File: src/rtl/pipe_pkg.sv
// Shared pipeline definitions for the decode-stage interlock: register indexing,
// controller state encoding and the bubble instruction used downstream.
package pipe_pkg;
    localparam int REG_W    = 5;
    localparam int NUM_REGS = 32;

    // addi x0, x0, 0: what ID/EX loads when ex_bubble is asserted
    localparam logic [31:0] NOP_INSN = 32'h0000_0013;

    typedef enum logic {
        RUN   = 1'b0,
        FLUSH = 1'b1
    } state_t;

    function automatic int pend_width(input int inflight);
        return $clog2(inflight + 1);
    endfunction
endpackage

File: src/rtl/reg_scoreboard.sv
// Per-register count of writes issued from ID that have not yet retired at WB,
// with two ready lookups for the ID source operands and a sticky error flag.
module reg_scoreboard
    import pipe_pkg::*;
#(
    parameter int INFLIGHT  = 3,
    parameter int RF_BYPASS = 1
) (
    input  logic             clk,
    input  logic             rst,
    input  logic             inc_en,
    input  logic [REG_W-1:0] inc_reg,
    input  logic             dec_en,
    input  logic [REG_W-1:0] dec_reg,
    input  logic [REG_W-1:0] rd_reg_a,
    input  logic [REG_W-1:0] rd_reg_b,
    output logic             ready_a,
    output logic             ready_b,
    output logic             err
);
    localparam int CW = pend_width(INFLIGHT);

    logic [CW-1:0]       pend_arr [NUM_REGS];
    logic [NUM_REGS-1:0] err_set;
    logic                err_q;
    logic [CW-1:0]       p_a;
    logic [CW-1:0]       p_b;

    genvar gi;
    generate
        for (gi = 0; gi < NUM_REGS; gi++) begin : g_reg
            if (gi == 0) begin : g_zero
                // x0 is hardwired; it never has a pending write
                assign pend_arr[gi] = '0;
                assign err_set[gi]  = 1'b0;
            end else begin : g_track
                logic [CW-1:0] pend_q;
                logic [CW-1:0] pend_d;
                logic          inc_hit;
                logic          dec_hit;
                logic          err_hit;

                assign inc_hit = inc_en && (inc_reg == REG_W'(gi));
                assign dec_hit = dec_en && (dec_reg == REG_W'(gi));

                always_comb begin
                    pend_d  = pend_q;
                    err_hit = 1'b0;
                    if (inc_hit && !dec_hit) begin
                        if (pend_q == CW'(INFLIGHT)) begin
                            err_hit = 1'b1;
                        end else begin
                            pend_d = pend_q + CW'(1);
                        end
                    end else if (dec_hit && !inc_hit) begin
                        if (pend_q == '0) begin
                            err_hit = 1'b1;
                        end else begin
                            pend_d = pend_q - CW'(1);
                        end
                    end
                end

                always_ff @(posedge clk or posedge rst) begin
                    if (rst) begin
                        pend_q <= '0;
                    end else begin
                        pend_q <= pend_d;
                    end
                end

                assign pend_arr[gi] = pend_q;
                assign err_set[gi]  = err_hit;
            end
        end
    endgenerate

    assign p_a = pend_arr[rd_reg_a];
    assign p_b = pend_arr[rd_reg_b];

    // With write-through, the last outstanding write retiring this cycle satisfies the read
    assign ready_a = (rd_reg_a == '0) || (p_a == '0) ||
                     ((RF_BYPASS != 0) && dec_en && (dec_reg == rd_reg_a) && (p_a == CW'(1)));
    assign ready_b = (rd_reg_b == '0) || (p_b == '0) ||
                     ((RF_BYPASS != 0) && dec_en && (dec_reg == rd_reg_b) && (p_b == CW'(1)));

    always_ff @(posedge clk or posedge rst) begin
        if (rst) begin
            err_q <= 1'b0;
        end else if (|err_set) begin
            err_q <= 1'b1;
        end
    end

    assign err = err_q;
endmodule

File: src/rtl/hazard_ctrl.sv
// Decode-stage interlock and flush sequencer: stalls on pending source registers,
// squashes IF/ID after an EX redirect, and counts stall cycles.
module hazard_ctrl
    import pipe_pkg::*;
#(
    parameter int INFLIGHT     = 3,
    parameter int FLUSH_CYCLES = 2,
    parameter int RF_BYPASS    = 1
) (
    input  logic        clk,
    input  logic        rst,
    input  logic        id_valid,
    input  logic [4:0]  id_rs1,
    input  logic [4:0]  id_rs2,
    input  logic        id_use_rs1,
    input  logic        id_use_rs2,
    input  logic [4:0]  id_rd,
    input  logic        id_regwrite,
    input  logic        ex_redirect,
    input  logic        wb_regwrite,
    input  logic [4:0]  wb_wregnum,
    output logic        stall_if,
    output logic        stall_id,
    output logic        flush_id,
    output logic        ex_bubble,
    output logic        issue,
    output logic        busy_err,
    output logic [31:0] stall_cnt
);
    localparam logic [2:0] FCNT_INIT = 3'(FLUSH_CYCLES - 1);

    state_t      state_q;
    state_t      state_d;
    logic [2:0]  fcnt_q;
    logic [2:0]  fcnt_d;
    logic [31:0] stall_cnt_q;
    logic        rdy1;
    logic        rdy2;
    logic        hazard;
    logic        inc_en;
    logic        dec_en;

    assign inc_en = issue && id_regwrite && (id_rd != 5'd0);
    assign dec_en = wb_regwrite && (wb_wregnum != 5'd0);

    reg_scoreboard #(
        .INFLIGHT  (INFLIGHT),
        .RF_BYPASS (RF_BYPASS)
    ) u_sb (
        .clk      (clk),
        .rst      (rst),
        .inc_en   (inc_en),
        .inc_reg  (id_rd),
        .dec_en   (dec_en),
        .dec_reg  (wb_wregnum),
        .rd_reg_a (id_rs1),
        .rd_reg_b (id_rs2),
        .ready_a  (rdy1),
        .ready_b  (rdy2),
        .err      (busy_err)
    );

    assign hazard = id_valid && ((id_use_rs1 && !rdy1) || (id_use_rs2 && !rdy2));

    always_comb begin
        state_d   = state_q;
        fcnt_d    = fcnt_q;
        stall_if  = 1'b0;
        stall_id  = 1'b0;
        flush_id  = 1'b0;
        ex_bubble = 1'b0;
        issue     = 1'b0;
        case (state_q)
            RUN: begin
                // a redirect outranks a hazard: the stalled instruction is on the wrong path
                if (ex_redirect) begin
                    flush_id  = 1'b1;
                    ex_bubble = 1'b1;
                    if (FLUSH_CYCLES == 1) begin
                        state_d = RUN;
                        fcnt_d  = 3'd0;
                    end else begin
                        state_d = FLUSH;
                        fcnt_d  = FCNT_INIT;
                    end
                end else if (hazard) begin
                    stall_if  = 1'b1;
                    stall_id  = 1'b1;
                    ex_bubble = 1'b1;
                end else begin
                    issue     = id_valid;
                    ex_bubble = !id_valid;
                end
            end
            FLUSH: begin
                flush_id  = 1'b1;
                ex_bubble = 1'b1;
                if (ex_redirect) begin
                    fcnt_d = FCNT_INIT;
                end else if (fcnt_q == 3'd0) begin
                    state_d = RUN;
                end else begin
                    fcnt_d = fcnt_q - 3'd1;
                end
            end
            default: begin
                state_d = RUN;
                fcnt_d  = 3'd0;
            end
        endcase
    end

    always_ff @(posedge clk or posedge rst) begin
        if (rst) begin
            state_q     <= RUN;
            fcnt_q      <= 3'd0;
            stall_cnt_q <= 32'd0;
        end else begin
            state_q <= state_d;
            fcnt_q  <= fcnt_d;
            if (stall_id) begin
                stall_cnt_q <= stall_cnt_q + 32'd1;
            end
        end
    end

    assign stall_cnt = stall_cnt_q;
endmodule

File: config.mk
export PLATFORM = sky130hd
export DESIGN_NAME = hazard_ctrl
export DESIGN_NICKNAME = d
export VERILOG_FILES = /design/src/rtl/pipe_pkg.sv /design/src/rtl/reg_scoreboard.sv /design/src/rtl/hazard_ctrl.sv
export SDC_FILE = /design/constraint.sdc
export NUM_CORES = 1
export LEC_CHECK = 0
export ABC_AREA = 1
export BUFFER_PORTS_ARGS = -buffer_cell sky130_fd_sc_hd__buf_2
export CAP_MARGIN = 10
export CORE_MARGIN = 1
export CORE_UTILIZATION = 30
export DETAILED_ROUTE_END_ITERATION = 16
export GPL_ROUTABILITY_DRIVEN = 0
export PLACE_DENSITY_LB_ADDON = 0.15
export SETUP_SLACK_MARGIN = 0.02
export SYNTH_ARGS = -nofsm -noshare
export SYNTH_HDL_FRONTEND = slang
export SYNTH_SLANG_ARGS = --single-unit
File: constraint.sdc
create_clock -name clk -period 4.1 [get_ports clk]
set_input_delay 1.23 -clock clk [delete_from_list [all_inputs] [get_ports clk]]
set_output_delay 1.23 -clock clk [all_outputs]
set_load 0.1 [all_outputs]
==> impl_metrics.env <==
export IMPL_n_fill_cell=2720
export IMPL_cpMostUsedCell="nand3_1"
export IMPL_track_usage=0.196
export IMPL_register_area_um2=2480
export IMPL_hold_ws_ps=468
export IMPL_postSynthAreaPerCell_um2=6.35
export IMPL_pwr_density_cell_nw_per_um2=319
export IMPL_multi_input_area_um2=4310
export IMPL_finalSetupTns_ps=0
export IMPL_path_class="in2out"
export IMPL_slew_headroom=0.548
export IMPL_clkTransAtPathRegs_ps=80
export IMPL_synth_main_ff_cell="dfrtp_1"
export IMPL_core_rowCount=58
export IMPL_drt_wl_total_um=24900
export IMPL_period_share=0.964
export IMPL_io_pins=66
export IMPL_min_path_type="reg2reg"
export IMPL_hold_viol_final=0
export IMPL_drc=0
export IMPL_cts_sinks=99
export IMPL_dpl_cell_area_um2=8640
export IMPL_synth_edf_count=0
export IMPL_synth_area_leaders="dfrtp_1 (32%), nand2_1 (15%), nand3_1 (9.4%)"
export IMPL_fin_nets=1323
export IMPL_root_buffer="clkbuf_16"
export IMPL_synth_cell_types=33
export IMPL_die_y_um=162
export IMPL_synth_top_area_share=0.321
export IMPL_period_minus_slack_ps=3950
export IMPL_syn_nets=1246
export IMPL_drive_gt1_frac=0.103
export IMPL_place_ws_ps=87.8
export IMPL_wire_per_inst_um=15.3
export IMPL_cts_path_max_buffers=2
export IMPL_arrival_ps=2720
export IMPL_yosysSeqAreaShare=0.321
export IMPL_crit_path_max_fanout=8
export IMPL_start_kind="primary input"
export IMPL_drtIter0Drc=503
export IMPL_power_leakage_nw=4.60
export IMPL_synth_most_common_cell="nand2_1"
export IMPL_htreeDepth=3
export IMPL_port_buffers=65
export IMPL_dp_hpwl_um=19400
export IMPL_async_flop_share=1.00
export IMPL_dr_total_vias=7937
export IMPL_status="complete, no violations"
export IMPL_grt_pass1_wl_um=39500
export IMPL_cts_hold_buf=0
export IMPL_end_kind="primary output"
export IMPL_cap_violations=0
export IMPL_tritoncts="yes"
export IMPL_critPathMaxStageDelay_ps=190
export IMPL_fp_dieArea_um2=26300
export IMPL_grt_ovfl_total=0
export IMPL_initial_core_util=0.306
export IMPL_grt_max_degree=62
export IMPL_antenna_found_initial=3
export IMPL_fp_dieW_um=162
export IMPL_syn_area_um2=7710
export IMPL_rsz0062_at_grt="false"
export IMPL_r2r_cells=23
export IMPL_drv_slew=0
export IMPL_yosys_register_bits=99
export IMPL_clock_fmax_mhz=253
export IMPL_setup_violations=0
export IMPL_final_area_um2=9020
export IMPL_antenna_left=0
export IMPL_cts_buffers=9
export IMPL_yosysWarningCount=0
export IMPL_cp_cell_sequence="buf_2 -> inv_1 -> buf_4 -> o211ai_1 -> nand3_1 -> nand3_1 -> nand3_1 -> nand2_1 -> nand2_2 -> nand2_2 -> nand2_4 -> nor2_4 -> buf_12"
export IMPL_regToRegSetupSlack_ps=1120
export IMPL_synth_common_cells="nand2_1 (306), inv_1 (180), nor2_1 (177), nand3_1 (145), dfrtp_1 (99)"
export IMPL_cp_slowest_cell="buf_12"
export IMPL_area_growth_pct=17.0
export IMPL_vdd_drop_max_mv=0.432
export IMPL_netlist_instances=1215
export IMPL_synth_top_area_cell="dfrtp_1"
export IMPL_cp_required_ps=2870
export IMPL_finalClockSkew_ps=7.42
export IMPL_worst_pin_slew_ps=673
export IMPL_fin_total_pwr_mw=2.88
export IMPL_grt_pass1_vias=7273
export IMPL_drt_pre_antenna_iters=8
export IMPL_insertion_delay_ps=360
export IMPL_setup_ws_ps=149
export IMPL_via_per_inst=4.88
export IMPL_min_path_cells=1
export IMPL_core_um2=25200
-- layer usage --
layer | GRT usage | routed length [um] | vias up
met5 | 0 | 23 | -
met4 | 0.0506 | 366 | 4
met3 | 0.0335 | 1400 | 24
met2 | 0.304 | 10800 | 220
met1 | 0.280 | 12300 | 3658
li1 | - | - | 4031
-- sequential cells by signal, summed over array words and instances (netlist names) --
register               cells
fcnt_q                     3
stall_cnt                 32
state_q                    1
u_sb.err                   1
u_sb.g.g_track.pend_q     62
-- final timing paths --
path,startpoint,end
min reg2reg,fcnt_q[0],fcnt_q[0]
max in group asynchronous,rst,u_sb.g_reg[21].g_track.pend_q[0]
min in group asynchronous,rst,stall_cnt[11]
max,id_rs2[1],issue
max reg2reg,u_sb.g_reg[3].g_track.pend_q[0],u_sb.err
min,fcnt_q[0],fcnt_q[0]
-- what timing repair did --
action | CTS | global route
endpoints found under the setup margin | 0 | 4
resized for setup | 0 | 11
buffers inserted | 0 | 1
-- layout make-up --
cell class / count / share of cell area
diodes: 1 / 0.000277
multi-input cells: 891 / 0.477
repair buffers: 101 / 0.0886
clock inverters: 6 / 0.00610
inverters: 190 / 0.0807
clock buffers: 10 / 0.0265
flip-flops and latches: 99 / 0.275
well taps: 330 / 0.0458
-- cells by family (layout without fill, tap and decap cells) --
| kind of cell | Yosys count | in the layout | share of synthesized area |
|---|---|---|---|
| and+or+nand+nor | 695 | 695 | 0.386 |
| other | 0 | 1 | 0 |
| xor gates and xnor gates | 67 | 67 | 0.0761 |
| adders and majority gates | 3 | 3 | 0.00487 |
| buffers and inverters | 225 | 307 | 0.123 |
| AOI/OAI and AO/OA | 126 | 126 | 0.0896 |
| DFF | 99 | 99 | 0.321 |
-- power by group --
| group | internal [mW] | switching (mW) |
|---|---|---|
| clock network | 0.442 | 0.448 |
| registers | 1.08 | 0.129 |
| logic | 0.241 | 0.533 |
| total | 1.77 | 1.11 |
-- per-stage QoR --
step                 util  instances
floorplan               -       1215
detailed placement  0.343       1608
global placement    0.343       1608
CTS                 0.355       1624
global route        0.358       1628
finish              0.358       1628
-- cell usage in the layout, fill, tap and decap left out, types with 2 or more instances in the layout --
cell,instances
nand2_1,303
inv_1,179
nor2_1,177
nand3_1,145
dfrtp_1,99
buf_2,59
xor2_1,50
o21ai_0,49
nand4_1,44
a21oi_1,27
buf_4,26
o21ai_1,21
o211ai_1,18
xnor2_1,17
nor3_1,13
buf_12,12
clkbuf_16,11
o22ai_1,10
clkinv_1,5
inv_4,4
nand2_2,4
ha_1,3
nand2_4,2
clkinv_4,2
clkinvlp_4,2
inv_8,2
-- critical path: cells and delay by family --
family	cells	cell delay, ps
buf+inv	4	590
compound gates	1	100
simple gates	8	790
(Power assumes the default switching activity.)
